===== src/rtl/fifo_uart_tx.sv =====
// Drain-side consumer for the 8-bit synchronous TX FIFO: pops one byte at a time
// and serializes it as an 8N1 UART frame (start, 8 data LSB first, stop).
module fifo_uart_tx #(
    parameter int CLKS_PER_BIT = 16
) (
    input  logic       clk,
    input  logic       reset,
    input  logic       tx_enable,
    input  logic       fifo_empty,
    input  logic [7:0] fifo_data,
    output logic       fifo_rd_en,
    output logic       tx,
    output logic       busy,
    output logic       tx_done
);

    localparam int CNT_W = (CLKS_PER_BIT > 2) ? $clog2(CLKS_PER_BIT) : 1;
    localparam logic [CNT_W-1:0] CNT_LAST = CNT_W'(CLKS_PER_BIT - 1);

    localparam logic [2:0] S_IDLE  = 3'd0;
    localparam logic [2:0] S_FETCH = 3'd1;
    localparam logic [2:0] S_LATCH = 3'd2;
    localparam logic [2:0] S_START = 3'd3;
    localparam logic [2:0] S_DATA  = 3'd4;
    localparam logic [2:0] S_STOP  = 3'd5;

    logic [2:0]       state;
    logic [2:0]       state_nxt;
    logic [CNT_W-1:0] bit_cnt;
    logic [2:0]       bit_idx;
    logic [7:0]       shift;
    logic             bit_end;

    assign bit_end = (bit_cnt == CNT_LAST);

    always_comb begin
        state_nxt = state;
        case (state)
            S_IDLE:  if (tx_enable && !fifo_empty) state_nxt = S_FETCH;
            S_FETCH: state_nxt = S_LATCH;
            S_LATCH: state_nxt = S_START;
            S_START: if (bit_end) state_nxt = S_DATA;
            S_DATA:  if (bit_end && (bit_idx == 3'd7)) state_nxt = S_STOP;
            S_STOP:  if (bit_end) state_nxt = S_IDLE;
            default: state_nxt = S_IDLE;
        endcase
    end

    // tx follows the current state one register later, so the line falls one
    // cycle into START and the post-frame gap covers IDLE, FETCH and LATCH.
    always_ff @(posedge clk or posedge reset) begin
        if (reset) begin
            state      <= S_IDLE;
            bit_cnt    <= '0;
            bit_idx    <= 3'd0;
            shift      <= 8'd0;
            fifo_rd_en <= 1'b0;
            tx         <= 1'b1;
            busy       <= 1'b0;
            tx_done    <= 1'b0;
        end else begin
            state      <= state_nxt;
            fifo_rd_en <= (state_nxt == S_FETCH);
            busy       <= (state_nxt != S_IDLE);
            tx_done    <= (state == S_STOP) && bit_end;

            // FIFO read data is valid one cycle after the read strobe.
            if (state == S_LATCH) begin
                shift <= fifo_data;
            end

            if ((state == S_START) || (state == S_DATA) || (state == S_STOP)) begin
                bit_cnt <= bit_end ? '0 : bit_cnt + 1'b1;
            end else begin
                bit_cnt <= '0;
            end

            if (state != S_DATA) begin
                bit_idx <= 3'd0;
            end else if (bit_end) begin
                bit_idx <= bit_idx + 3'd1;
            end

            case (state)
                S_START: tx <= 1'b0;
                S_DATA:  tx <= shift[bit_idx];
                default: tx <= 1'b1;
            endcase
        end
    end

endmodule


===== config.mk =====
export PLATFORM = sky130hd
export DESIGN_NAME = fifo_uart_tx
export DESIGN_NICKNAME = d
export VERILOG_FILES = /design/src/rtl/fifo_uart_tx.sv
export SDC_FILE = /design/constraint.sdc
export NUM_CORES = 1
export LEC_CHECK = 0
export ABC_AREA = 1
export BUFFER_PORTS_ARGS = -buffer_cell sky130_fd_sc_hd__buf_4
export CAP_MARGIN = 20
export CORE_MARGIN = 3
export CORE_UTILIZATION = 58
export CTS_BUF_LIST = sky130_fd_sc_hd__clkbuf_4 sky130_fd_sc_hd__clkbuf_8
export CTS_CLUSTER_DIAMETER = 100
export DETAILED_ROUTE_END_ITERATION = 8
export HOLD_SLACK_MARGIN = 0.1
export PLACE_DENSITY_LB_ADDON = 0.05
export SETUP_SLACK_MARGIN = 0.02
export SYNTH_ARGS = -nofsm -noshare
export SYNTH_HDL_FRONTEND = slang
export SYNTH_SLANG_ARGS = --single-unit

===== constraint.sdc =====
create_clock -name clk -period 1.55 [get_ports clk]
set_input_delay 0.31 -clock clk [delete_from_list [all_inputs] [get_ports clk]]
set_output_delay 0.31 -clock clk [all_outputs]
set_load 0.05 [all_outputs]

# ---- After elaboration in Yosys (flattened, before gate mapping)
# Index checks and enable logic that the tools add are counted.
dict set report op_classes {
  reduce_logical 9
  n_eq_ne 9
  order_cmp 1
  muxes 12
  add_sub_neg 2
}
# cell n
set op_table {}
lappend op_table {{$mux 3} 6}
lappend op_table {{$pmux 3 s6} 1}
lappend op_table {{$eq 3x3->1 const B} 3}
lappend op_table {{$mux 4} 2}
lappend op_table {{$eq 3x1->1 const B} 2}
lappend op_table {{$eq 3x2->1 const B} 2}
lappend op_table {{$add 4x1->4 const B} 1}
lappend op_table {{$eq 4x4->1 const B} 1}
lappend op_table {{$lt 3x4->1 const B} 1}
lappend op_table {{$add 3x1->3 const B} 1}
lappend op_table {{$bmux 1 s3} 1}
lappend op_table {{$logic_and 1x1->1} 3}
lappend op_table {{$logic_not 3->1} 1}
lappend op_table {{$ne 3x3->1 const B} 1}
lappend op_table {{$reduce_bool 3->1} 1}
lappend op_table {{$logic_or 1x1->1} 2}
lappend op_table {{$pmux 1 s2} 1}
lappend op_table {{$reduce_bool 2->1} 1}
lappend op_table {{$logic_not 1->1} 1}
lappend op_table {{$mux 1} 1}
dict set report word_totals {
  output_inout_bits 4
  elab_cells 41
  inputBits 12
  register_bits 22
}

# ---- Logic depth before layout (Yosys ltp)
dict set report depth {
  ltp_word 5
  depth_mapped 7
  mapped_depth_nobuf 7
}

# ---- Worst setup path before layout
# No wires, ideal clock.
dict set report synth_timing {
  kind {register to register}
  from {register bit_cnt[0]}
  to {register busy}
  required_time_ns 1.428
  setup_slack_ns 0.356
  period_less_slack_ns 1.194
  setup_ns 0.122
  n_path_buf 0
  arrival_time_ns 1.072
  path_stages_with_launch 8
  path_cell_list {dfrtp_1 > ha_1 > nand3_4 > inv_2 > nand2_1 > nand3_2 > nor2_1 > nand2_1}
}
dict set report synth_between {
  elab_chain_len 5
  elab_cells_between_ends 7
  classes_between {eq/ne (1); mux (4); reduce/logical (2)}
}
# element line
set synth_lines {}
lappend synth_lines {{start: declaration} 29} ;# logic [CNT_W-1:0] bit_cnt;
lappend synth_lines {{start signal: assignment} 73} ;# bit_cnt <= bit_end ? '0 : bit_cnt + 1'b1;
lappend synth_lines {{$eq 4x4->1 (*)} 34} ;# assign bit_end = (bit_cnt == CNT_LAST);
lappend synth_lines {{$logic_and 1x1->1} 43} ;# S_DATA: if (bit_end && (bit_idx == 3'd7)) state_nxt = S_STOP;
lappend synth_lines {{$mux 3} 43}
lappend synth_lines {{$pmux 3 s6 (*)} 38} ;# case (state)
lappend synth_lines {{net state_nxt[2]} 28} ;# logic [2:0] state_nxt;
lappend synth_lines {{$reduce_bool 3->1 (*)} 64} ;# busy <= (state_nxt != S_IDLE);
lappend synth_lines {{end signal: assignment} 64}
lappend synth_lines {{end: declaration} 13} ;# output logic busy,
# Mark *: on every way through the listed nets, which the timed path passes. The rest lies on a longest branch.
# A chain may end at the register's enable or synchronous reset.

# ---- Worst setup path after layout
dict set report layout_timing {
  from {register tx}
  to {output port tx}
}
# element line
set layout_lines {}
lappend layout_lines {{start: declaration} 12} ;# output logic tx,
lappend layout_lines {{start signal: assignment} 86} ;# S_DATA: tx <= shift[bit_idx];
# No word-level cell between the ends.

==> flow_metrics.py <==
metrics = {
    "detailed_routing": {
        "avgViaCountPerCell": 4.82,
        "drt_first_pass_iters": 4,
        "dr.first_iter.drc_count": 9,
        "drc": 0,
        "drt-wirelength-per-cell_um": 10.5,
        "drtAntennaViolNets": 0,
        "routed_wl_mm": 1.78,
        "dr_total_vias": 814,
    },
    "synth": {
        "yosys.area.top_type_share_pct": 48.2,
        "yosysWarningCount": 0,
        "yosysUniqueCellTypes": 22,
        "synth_area_leaders": "dfrtp_1 48%, inv_1 7.9%, nand2_1 6.9%, nor2_1 5.8%, nand3_1 5.5%",
        "synth_seq_cells": 22,
        "synthCells": 124,
        "synth.yosys.seq_area_share_pct": 50.6,
        "synth_top_area_cell": "dfrtp_1",
        "synthesis.area_um2": 1090,
        "synth.avg_cell_area_um2": 8.80,
        "syn_nets": 139,
    },
    "global_routing": {
        "grt_pass1_vias": 771,
        "grt_max_degree": 16,
        "globalRouteTotalUtil_pct": 16.3,
        "antenna_found_initial": 0,
        "grt_pass1_wl_mm": 3.08,
        "overflow": 0,
    },
    "power": {
        "p_comb_share_pct": 5.7,
        "power.switching_uw": 212,
        "clkPwrFrac_pct": 40.3,
        "internal_power_uw": 879,
        "p_per_area_nw_per_um2": 843,
        "irDropWorstVdd_mv": 0.841,
        "sw_frac_of_total_pct": 19.4,
        "leakage_nw": 0.700,
        "p_seq_share_pct": 54.0,
    },
    "setup_path": {
        "crit_slowest_cell": "dfstp_2",
        "cp_num_buf_inv": 1,
        "r2r_slack_ns": 0.25,
        "rr_endpoint": "busy",
        "reg2reg_from": "bit_cnt[0]",
        "r2r_cells": 7,
        "startpoint": "tx",
        "worstPathRequired_ns": 1.24,
        "worst-endpoint-arrival_ns": 1.03,
        "critPathCaptureType": "primary output",
        "path_max_fanout": 1,
        "critPathKind": "flip-flop to primary output",
        "cp.depth": 1,
        "critPathTopFamily": "flip-flops",
        "slowest_delay_ns": 0.53,
        "path_cells": "buf_4",
        "worst_setup_path_start_kind": "flip-flop",
        "crit_end": "tx",
    },
    "clock_network": {
        "cts_root_buffer": "clkbuf_4",
        "clk_transition_reported_paths_ns": 0.12,
        "clock_sinks": 22,
        "ctsResizeCount": 0,
        "clk_path_buf_depth": 2,
        "cts_tree": "built",
        "numCtsBuffers": 3,
        "cts_hold_buf": 1,
        "ctsHtreeMaxLevel": 1,
        "postCtsSetupRepairBufs": 0,
        "clk_latency_ns": 0.31,
    },
    "die": {
        "die_h_um": 49.4,
        "rows": 15,
        "die_w_um": 49.4,
        "die_area_um2": 2440,
        "core-area_um2": 1750,
        "pin_count": 16,
        "initial_utilization_pct": 62.5,
    },
    "sta": {
        "maxSlewHeadroom_pct": 78.4,
        "rsz0062_at_grt": "no",
        "final_max_slew_viol_count": 0,
        "finalHoldViolCount": 0,
        "fin_skew_ns": 0.00102,
        "setup_viol": 0,
        "tns_ns": 0,
        "tightest_slew_ns": 0.323,
        "fin_crit_sh_pct": 86.4,
        "max_freq_ghz": 0.747,
        "period_minus_slack_ns": 1.34,
    },
    "cells_and_area": {
        "fill_cells": 141,
        "layout-drive-gt1-share_pct": 24.3,
        "multiInputGateArea_um2": 432,
        "area_growth_pct": 18.6,
        "nets": 160,
        "antenna_cells": 0,
        "stdcell_area_um2": 1290,
        "seqCellArea_um2": 552,
    },
    "outcome": {
        "status": "complete, no violations",
    },
    "worst_hold_path": {
        "hold_class": "primary input to flip-flop",
    },
    "run": {
        "drv_cap": 0,
    },
    "placement": {
        "dp_hpwl_mm": 1.36,
        "gp_congestion": 0.829,
        "io_buffer_count": 15,
        "placed_area_um2": 1230,
    },
}
==> cell families (layout without fill, tap and decap cells) <==
group,count (synthesis),count (layout),share of synthesized area [%]
AO/OA/AOI/OAI,11,11,5.39
XOR/XNOR,1,1,0.803
adder cells (fa/ha/maj),3,3,3.44
buffers and inverters,26,46,9.86
flip-flops,22,22,50.6
multiplexers,1,1,1.38
AND/OR/NAND/NOR,60,60,28.6
==> per-layer routing <==
| layer | vias to the layer above | track usage (%) | wire (um) |
|---|---|---|---|
| met5 | - | 0 | 0 |
| met2 | 16 | 27.0 | 889 |
| met3 | 4 | 2.75 | 69 |
| li1 | 424 | - | - |
| met1 | 370 | 20.9 | 782 |
| met4 | 0 | 6.91 | 35 |
==> through the flow <==
stage / utilization, % / setup slack, ns / instances / total power [mW] / hold slack (ns)
2_1_floorplan: - / 0.356 / 124 / 0.631 / 0.298
3_3_place_gp: 70.5 / 0.316 / 164 / 0.661 / 0.282
3_5_place_dp: 70.5 / 0.272 / 164 / 0.662 / 0.286
4_1_cts: 74.1 / 0.205 / 169 / 1.10 / 0.223
5_1_grt: 74.1 / 0.113 / 169 / 1.13 / 0.215
6_report: 74.1 / 0.211 / 169 / 1.09 / 0.221
==> placed cells by master, fill, tap and decap left out <==
master / netlist / layout
clkbuf_4: 0 / 3
nand3_1: 12 / 12
o21ai_2: 1 / 1
nor2_4: 1 / 1
dlygate4sd3_1: 0 / 1
ha_1: 3 / 3
mux2_4: 1 / 1
nand3_2: 4 / 4
nand2_4: 1 / 1
buf_4: 0 / 16
bufinv_16: 0 / 1
a21oi_1: 7 / 7
nor2_1: 17 / 17
dfstp_2: 1 / 1
nand2_2: 2 / 2
nand3_4: 1 / 1
nand2_1: 20 / 20
inv_2: 1 / 1
nor3b_2: 1 / 1
inv_4: 1 / 1
nand3b_1: 1 / 1
xor2_1: 1 / 1
dfrtp_1: 21 / 21
o21ai_1: 3 / 3
inv_1: 23 / 23
==> cell type report <==
cell class                 instances  share of cell area [%]
clock inverter                     1                    2.32
multi-input combinational         76                    33.4
timing repair buffer              17                    10.1
tap                               25                    2.42
clock buffer                       3                    1.74
inverter                          25                    7.45
sequential                        22                    42.6
==> synth_stat cells (all sizes together) <==
cell    instances
buf             1
nor3b           1
nand2          23
ha              3
inv            25
nor2           18
mux2            1
dfrtp          21
dfstp           1
a21oi           7
o21ai           4
nand3          17
nand3b          1
xor2            1
==> worst min-delay path by stage <==
stage	from	to	slack [ns]	cells past startpoint
CTS	fifo_data[4]	shift[4]	0.22	2
global placement	reset	fifo_rd_en	0.28	2
detailed placement	reset	fifo_rd_en	0.29	2
finish	fifo_data[4]	shift[4]	0.22	2
global route	fifo_data[4]	shift[4]	0.22	2
floorplan	reset	bit_cnt[0]	0.30	1
==> power groups by stage <==
stage,logic [mW],registers [mW],clock network (mW)
2_1_floorplan,0.0255,0.605,0
3_3_place_gp,0.0602,0.601,0
3_5_place_dp,0.0614,0.601,0
4_1_cts,0.0635,0.590,0.445
5_1_grt,0.0697,0.591,0.472
6_report,0.0619,0.590,0.440
==> sequential cells by signal, summed over array words and instances (netlist names) <==
name / count
tx_done: 1
bit_cnt: 4
bit_idx: 3
busy: 1
fifo_rd_en: 1
shift: 8
state: 3
tx: 1
(Power assumes the default switching activity.)
